`src/rtl/fir_pkg.sv`:
```
// Shared constants and helpers for the pedal FIR equalizer datapath.
// Latency: n/a (package only).
// Backpressure: n/a (package only).
//
// Holds the default widths used by both the coefficient-multiplier stage and
// the tap accumulator, the tap count, and the unsigned output clip function.
package fir_pkg;

  localparam int PW_DEFAULT    = 18;  // tap product width
  localparam int AW_DEFAULT    = 22;  // accumulator width
  localparam int OW_DEFAULT    = 8;   // output sample width
  localparam int SHIFT_DEFAULT = 10;  // gain normalisation shift
  localparam int NTAPS         = 16;  // taps per frame

  // Unsigned clip of v to the range [0, 2^ow - 1]. Operates on a 64-bit
  // carrier so callers with any width up to 64 can share it; the caller
  // narrows the result to its own output width.
  function automatic logic [63:0] sat_u(input logic [63:0] v, input int ow);
    logic [63:0] lim;
    lim = (64'd1 << ow) - 64'd1;
    return (v > lim) ? lim : v;
  endfunction

endpackage

```
`src/rtl/fir_tap_accumulator.sv`:
```
// Purpose: sums 16 captured tap products serially, scales, clips to OW bits.
// Latency: 17 clocks from the edge sampling the ready rise to dout_valid.
// Backpressure: none; a ready rise while busy is dropped and flags ovr.
//
// Ports:
//   clk, rst_n          clock, asynchronous active-low reset
//   datain0..datain15   unsigned tap products, valid while rdy_in is high
//   rdy_in              level ready from the multiplier; its rise starts a frame
//   clr_ovr             synchronous clear of the sticky overrun flag
//   dout                clipped sample, held until the next result
//   dout_valid          one-cycle pulse when dout updates
//   busy                high while a frame is in ACC or DONE
//   ovr                 sticky: a frame start arrived while not idle
module fir_tap_accumulator
  import fir_pkg::*;
#(
  parameter int PW    = PW_DEFAULT,
  parameter int AW    = AW_DEFAULT,
  parameter int SHIFT = SHIFT_DEFAULT,
  parameter int OW    = OW_DEFAULT
) (
  input  logic          clk,
  input  logic          rst_n,
  input  logic [PW-1:0] datain0,
  input  logic [PW-1:0] datain1,
  input  logic [PW-1:0] datain2,
  input  logic [PW-1:0] datain3,
  input  logic [PW-1:0] datain4,
  input  logic [PW-1:0] datain5,
  input  logic [PW-1:0] datain6,
  input  logic [PW-1:0] datain7,
  input  logic [PW-1:0] datain8,
  input  logic [PW-1:0] datain9,
  input  logic [PW-1:0] datain10,
  input  logic [PW-1:0] datain11,
  input  logic [PW-1:0] datain12,
  input  logic [PW-1:0] datain13,
  input  logic [PW-1:0] datain14,
  input  logic [PW-1:0] datain15,
  input  logic          rdy_in,
  input  logic          clr_ovr,
  output logic [OW-1:0] dout,
  output logic          dout_valid,
  output logic          busy,
  output logic          ovr
);

  // 16 products of PW bits need 4 bits of headroom; the 64-bit clip carrier
  // bounds the accumulator width from above.
  if (AW < PW + 4) begin : g_aw_too_small
    $error("fir_tap_accumulator: AW must be at least PW + 4");
  end
  if (AW > 64) begin : g_aw_too_large
    $error("fir_tap_accumulator: AW must not exceed 64");
  end

  localparam logic [1:0] S_IDLE = 2'd0;
  localparam logic [1:0] S_ACC  = 2'd1;
  localparam logic [1:0] S_DONE = 2'd2;

  logic [PW-1:0] din_arr [NTAPS];
  logic [PW-1:0] bank    [NTAPS];
  logic [1:0]    state;
  logic          rdy_d;
  logic [AW-1:0] acc;
  logic [3:0]    idx;
  logic          start;

  assign din_arr[0]  = datain0;
  assign din_arr[1]  = datain1;
  assign din_arr[2]  = datain2;
  assign din_arr[3]  = datain3;
  assign din_arr[4]  = datain4;
  assign din_arr[5]  = datain5;
  assign din_arr[6]  = datain6;
  assign din_arr[7]  = datain7;
  assign din_arr[8]  = datain8;
  assign din_arr[9]  = datain9;
  assign din_arr[10] = datain10;
  assign din_arr[11] = datain11;
  assign din_arr[12] = datain12;
  assign din_arr[13] = datain13;
  assign din_arr[14] = datain14;
  assign din_arr[15] = datain15;

  // Only the rising edge of the ready level starts a frame, so a ready held
  // high across many cycles yields exactly one result.
  assign start = rdy_in & ~rdy_d;
  assign busy  = (state != S_IDLE);

  always_ff @(posedge clk or negedge rst_n) begin
    if (!rst_n) begin
      rdy_d <= 1'b0;
    end else begin
      rdy_d <= rdy_in;
    end
  end

  always_ff @(posedge clk or negedge rst_n) begin
    if (!rst_n) begin
      state      <= S_IDLE;
      acc        <= '0;
      idx        <= '0;
      dout       <= '0;
      dout_valid <= 1'b0;
      for (int i = 0; i < NTAPS; i++) begin
        bank[i] <= '0;
      end
    end else begin
      dout_valid <= 1'b0;
      case (state)
        S_IDLE: begin
          if (start) begin
            for (int i = 0; i < NTAPS; i++) begin
              bank[i] <= din_arr[i];
            end
            acc   <= '0;
            idx   <= '0;
            state <= S_ACC;
          end
        end
        S_ACC: begin
          acc <= acc + AW'(bank[idx]);
          idx <= idx + 4'd1;
          if (idx == 4'd15) begin
            state <= S_DONE;
          end
        end
        S_DONE: begin
          dout       <= OW'(sat_u(64'(acc >> SHIFT), OW));
          dout_valid <= 1'b1;
          state      <= S_IDLE;
        end
        default: begin
          state <= S_IDLE;
        end
      endcase
    end
  end

  // A new overrun in the same cycle as a clear leaves the flag set, so no
  // overrun can slip past software unseen.
  always_ff @(posedge clk or negedge rst_n) begin
    if (!rst_n) begin
      ovr <= 1'b0;
    end else if (start && (state != S_IDLE)) begin
      ovr <= 1'b1;
    end else if (clr_ovr) begin
      ovr <= 1'b0;
    end
  end

endmodule

```
`config.mk`:
```
export PLATFORM = sky130hd
export DESIGN_NAME = fir_tap_accumulator
export DESIGN_NICKNAME = d
export VERILOG_FILES = /design/src/rtl/fir_pkg.sv /design/src/rtl/fir_tap_accumulator.sv
export SDC_FILE = /design/constraint.sdc
export NUM_CORES = 1
export LEC_CHECK = 0
export CAP_MARGIN = 10
export CORE_MARGIN = 2
export CORE_UTILIZATION = 47
export DETAILED_ROUTE_END_ITERATION = 10
export PLACE_DENSITY = 0.76
export SLEW_MARGIN = 25
export SYNTH_ARGS = -nofsm -noshare
export SYNTH_HDL_FRONTEND = slang
export SYNTH_SLANG_ARGS = --single-unit
```
`constraint.sdc`:
```
create_clock -name clk -period 3.37 [get_ports clk]
set_input_delay 0.5055 -clock clk [delete_from_list [all_inputs] [get_ports clk]]
set_output_delay 0.5055 -clock clk [all_outputs]
set_load 0.01 [all_outputs]
```
==> out/results.tsv <==
metric	value	unit
period_needed	3330	ps
clock_latency	540	ps
synth_top_area_frac	0.523	
final_area	21600	um2
finalSetupTns	0	ps
cts_sinks	327	
slowest_stage	dfrtp_4	
syn_area	15700	um2
ir_drop	0.543	mV
synth.net_count	2066	
powerDensity	1120	nW/um2
report.final.slew_viol_count	0	
globalRouteOverflowTotal	0	
switchingPower	9.70	mW
synth_edf_count	0	
status	completed	
critPathBufInv	4	
die_area	34800	um2
dp_slack	-319	ps
p_seq_frac	0.303	
synth-seq-cells	327	
fp-row-count	66	
grt_antenna_before_repair	1	
hpwlAfterDp	36100	um
cp.required	3820	ps
maxCapViolations	0	
grt_pass1_vias	13900	
cts_buffer_depth	3	
via_per_inst	5.44	
avgSynthCellArea	8.93	um2
endpoint_kind	flip-flop	
worstPathMaxFanout	8	
crit_path_cell_trace	buf_12 -> buf_6 -> clkbuf_16 -> mux2i_1 -> nand2_1 -> nand2_1 -> a21oi_2 -> o21ai_0 -> nand2_1 -> ha_4 -> nand2_1 -> nor2_2 -> nand4_1 -> buf_4 -> o41ai_2 -> nand3b_1	
drtPass1Iterations	6	
hold_viol	0	
final_cells	2563	
numPortBuffers	302	
finalCritPeriodShare	0.987	
design.core.area	32700	um2
rsz0062_at_grt	true	
place_area	19600	um2
drive_gt1_frac	0.146	
yosys_warnings	0	
pin_count	303	
cpPeakStageDelay	550	ps
ys.flop_type	dfrtp_1	
gp_congestion	0.927	
drc	0	
postSynthCellCount	1754	
synth-async-reset-ratio	1.00	
ys_top_cells_by_area	dfrtp_1 (52%), nand2_1 (22%), mux4_2 (5.2%)	
crit_top_cell	nand2_1	
p_sw_frac	0.402	
cp_top_family	simple AND/OR/NAND/NOR gates	
postCtsHoldBufs	0	
cts_tree	yes	
tightest_slew	871	ps
area_delta_synth_final	38.1	%
fmax	301	MHz
timing.max_slew.rel_slack	0.420	
dieWidth	187	um
cts_root_buf	clkbuf_16	
fillCellCount	2618	
crit_type	flip-flop to flip-flop	
cp-start-kind	flip-flop	
hold_ws	1.22	ps
fin_ws	42.9	ps
routedWlPerCell	19.4	um
wl	49700	um
grt_start_max_net_pins	109	
vias	13900	
fin_skew	18.7	ps
grt_first_pass_wirelength	75800	um
arrival	3780	ps
drt-initial-drc-count	1148	
track_usage	0.278	
pwr-share-clk	0.164	
ys_seq_area_frac	0.523	
internal_power	14.4	mW
setup_viol	0	
numCtsBuffers	36	
combPwrFrac	0.533	
die_h	187	um
cts-htree-levels	2	
synth.lib_cells_used.distinct	61	
yosys.area.top_type	dfrtp_1	
clk_pin_slew	60	ps
initial_utilization	0.479	
dp.cells	2474	
hp-class	input pin to asynchronous set/reset pin	
nets	2406	
ant_nets	0	
p_leak	10.4	nW
worst reg2reg max path, delay by kind of cell (launching register included):
| family | cells | cell delay, ps |
|---|---|---|
| fa+ha+maj | 1 | 310 |
| flops | 1 | 550 |
| mux | 1 | 220 |
| buf+inv | 4 | 680 |
| simple gates | 7 | 910 |
| compound gates | 3 | 570 |
routing by layer:
metal  vias to the layer above  GRT usage  routed length [um]
met2                       606      0.450               23800
met4                         0      0.107                1860
li1                       6442          -                   -
met1                      6775      0.376               20500
met3                       117     0.0510                3550
met5                         -          0                   0
layout make-up:
type,count,area (um2),area share
Sequential cell,327,8190,0.379
Multi-Input combinational cell,1309,7520,0.348
Timing Repair Buffer,412,4140,0.192
Clock buffer,49,1000,0.0462
Tap cell,442,553,0.0256
Clock inverter,15,186,0.00862
Inverter,8,30.0,0.00139
Antenna cell,1,2.50,0.000116
final timing paths:
path	start	end	slack (ps)	cells past startpoint
max in group asynchronous	rst_n	bank[272]	2380	2
setup reg to reg	idx[0]	acc[19]	40	16
min in group clk	rdy_in	rdy_d	470	1
setup / recovery	idx[0]	acc[19]	40	16
hold reg to reg	bank[174]	bank[174]	470	2
hold / removal	rst_n	bank[49]	1	1
cells in the mapped netlist (4+ instances only):
cell type    n
o21ai_0     50
nand3_1     24
clkbuf_1    66
o21a_1       7
ha_1        19
xor2_1       6
nor3_1       5
a221oi_1    18
nand4_1      8
mux2i_1     62
nor2_1      13
inv_1        8
nand2_1    916
a21oi_1     41
buf_2       31
o22a_1       8
buf_4        5
nand2b_1     5
mux2_2      13
a22oi_1     18
dfrtp_1    327
o31ai_1      5
a21o_1       4
mux4_2      36
placed cells by master (no fill, tap or decap), types with 6 or more instances in the layout:
master,instances
nand2_1,911
dfrtp_1,325
clkdlybuf4s50_1,301
buf_4,84
mux2i_1,53
clkbuf_16,39
mux4_2,36
o21ai_0,31
nand3_1,23
a21oi_1,23
a21oi_2,17
buf_12,16
o21ai_1,15
ha_4,13
a221oi_1,12
mux2_2,12
nor2_1,11
a22oi_1,11
o22a_1,8
inv_1,8
nand4_1,8
clkbuf_1,8
o21a_1,7
a22oi_2,7
clkinv_2,7
xor2_1,6
mux2i_4,6
a221oi_2,6
state kept, by name (all words and copies together), names as in the netlist:
signal      count
bank          288
acc            22
dout            8
idx             4
state           2
dout_valid      1
ovr             1
rdy_d           1
power by group through the flow:
stage	combinational, mW	sequential (mW)	clock, mW
2_1_floorplan	7.11	6.73	0
3_3_place_gp	10.6	7.17	0
3_5_place_dp	10.8	7.21	0
4_1_cts	11.1	7.20	4.00
5_1_grt	13.9	7.54	4.16
6_report	12.9	7.32	3.96
cell families (layout without fill, tap and decap cells):
logic type / count (synthesis) / in the layout / synth area share
xor gates and xnor gates: 9 / 9 / 0.00503
adders and majority gates: 20 / 20 / 0.0165
buffers and inverters: 118 / 484 / 0.0336
AOI/OAI and AO/OA: 175 / 175 / 0.0738
muxes: 111 / 111 / 0.101
other: 0 / 1 / 0
DFF: 327 / 327 / 0.523
and+or+nand+nor: 994 / 994 / 0.248
stage by stage:
| step | util | power [mW] |
|---|---|---|
| 2_1_floorplan | - | 13.8 |
| 3_3_place_gp | 0.599 | 17.8 |
| 3_5_place_dp | 0.599 | 18.0 |
| 4_1_cts | 0.638 | 22.3 |
| 5_1_grt | 0.661 | 25.6 |
| 6_report | 0.661 | 24.1 |
timing repair:
item	4_1_cts	5_1_grt
setup buffers	2	19
gates cloned	0	3
endpoints found under the hold margin	0	0
gates resized for setup	13	116
endpoints found under the setup margin	12	14
pin swaps	2	30
Power figures use the tool's default switching activity.
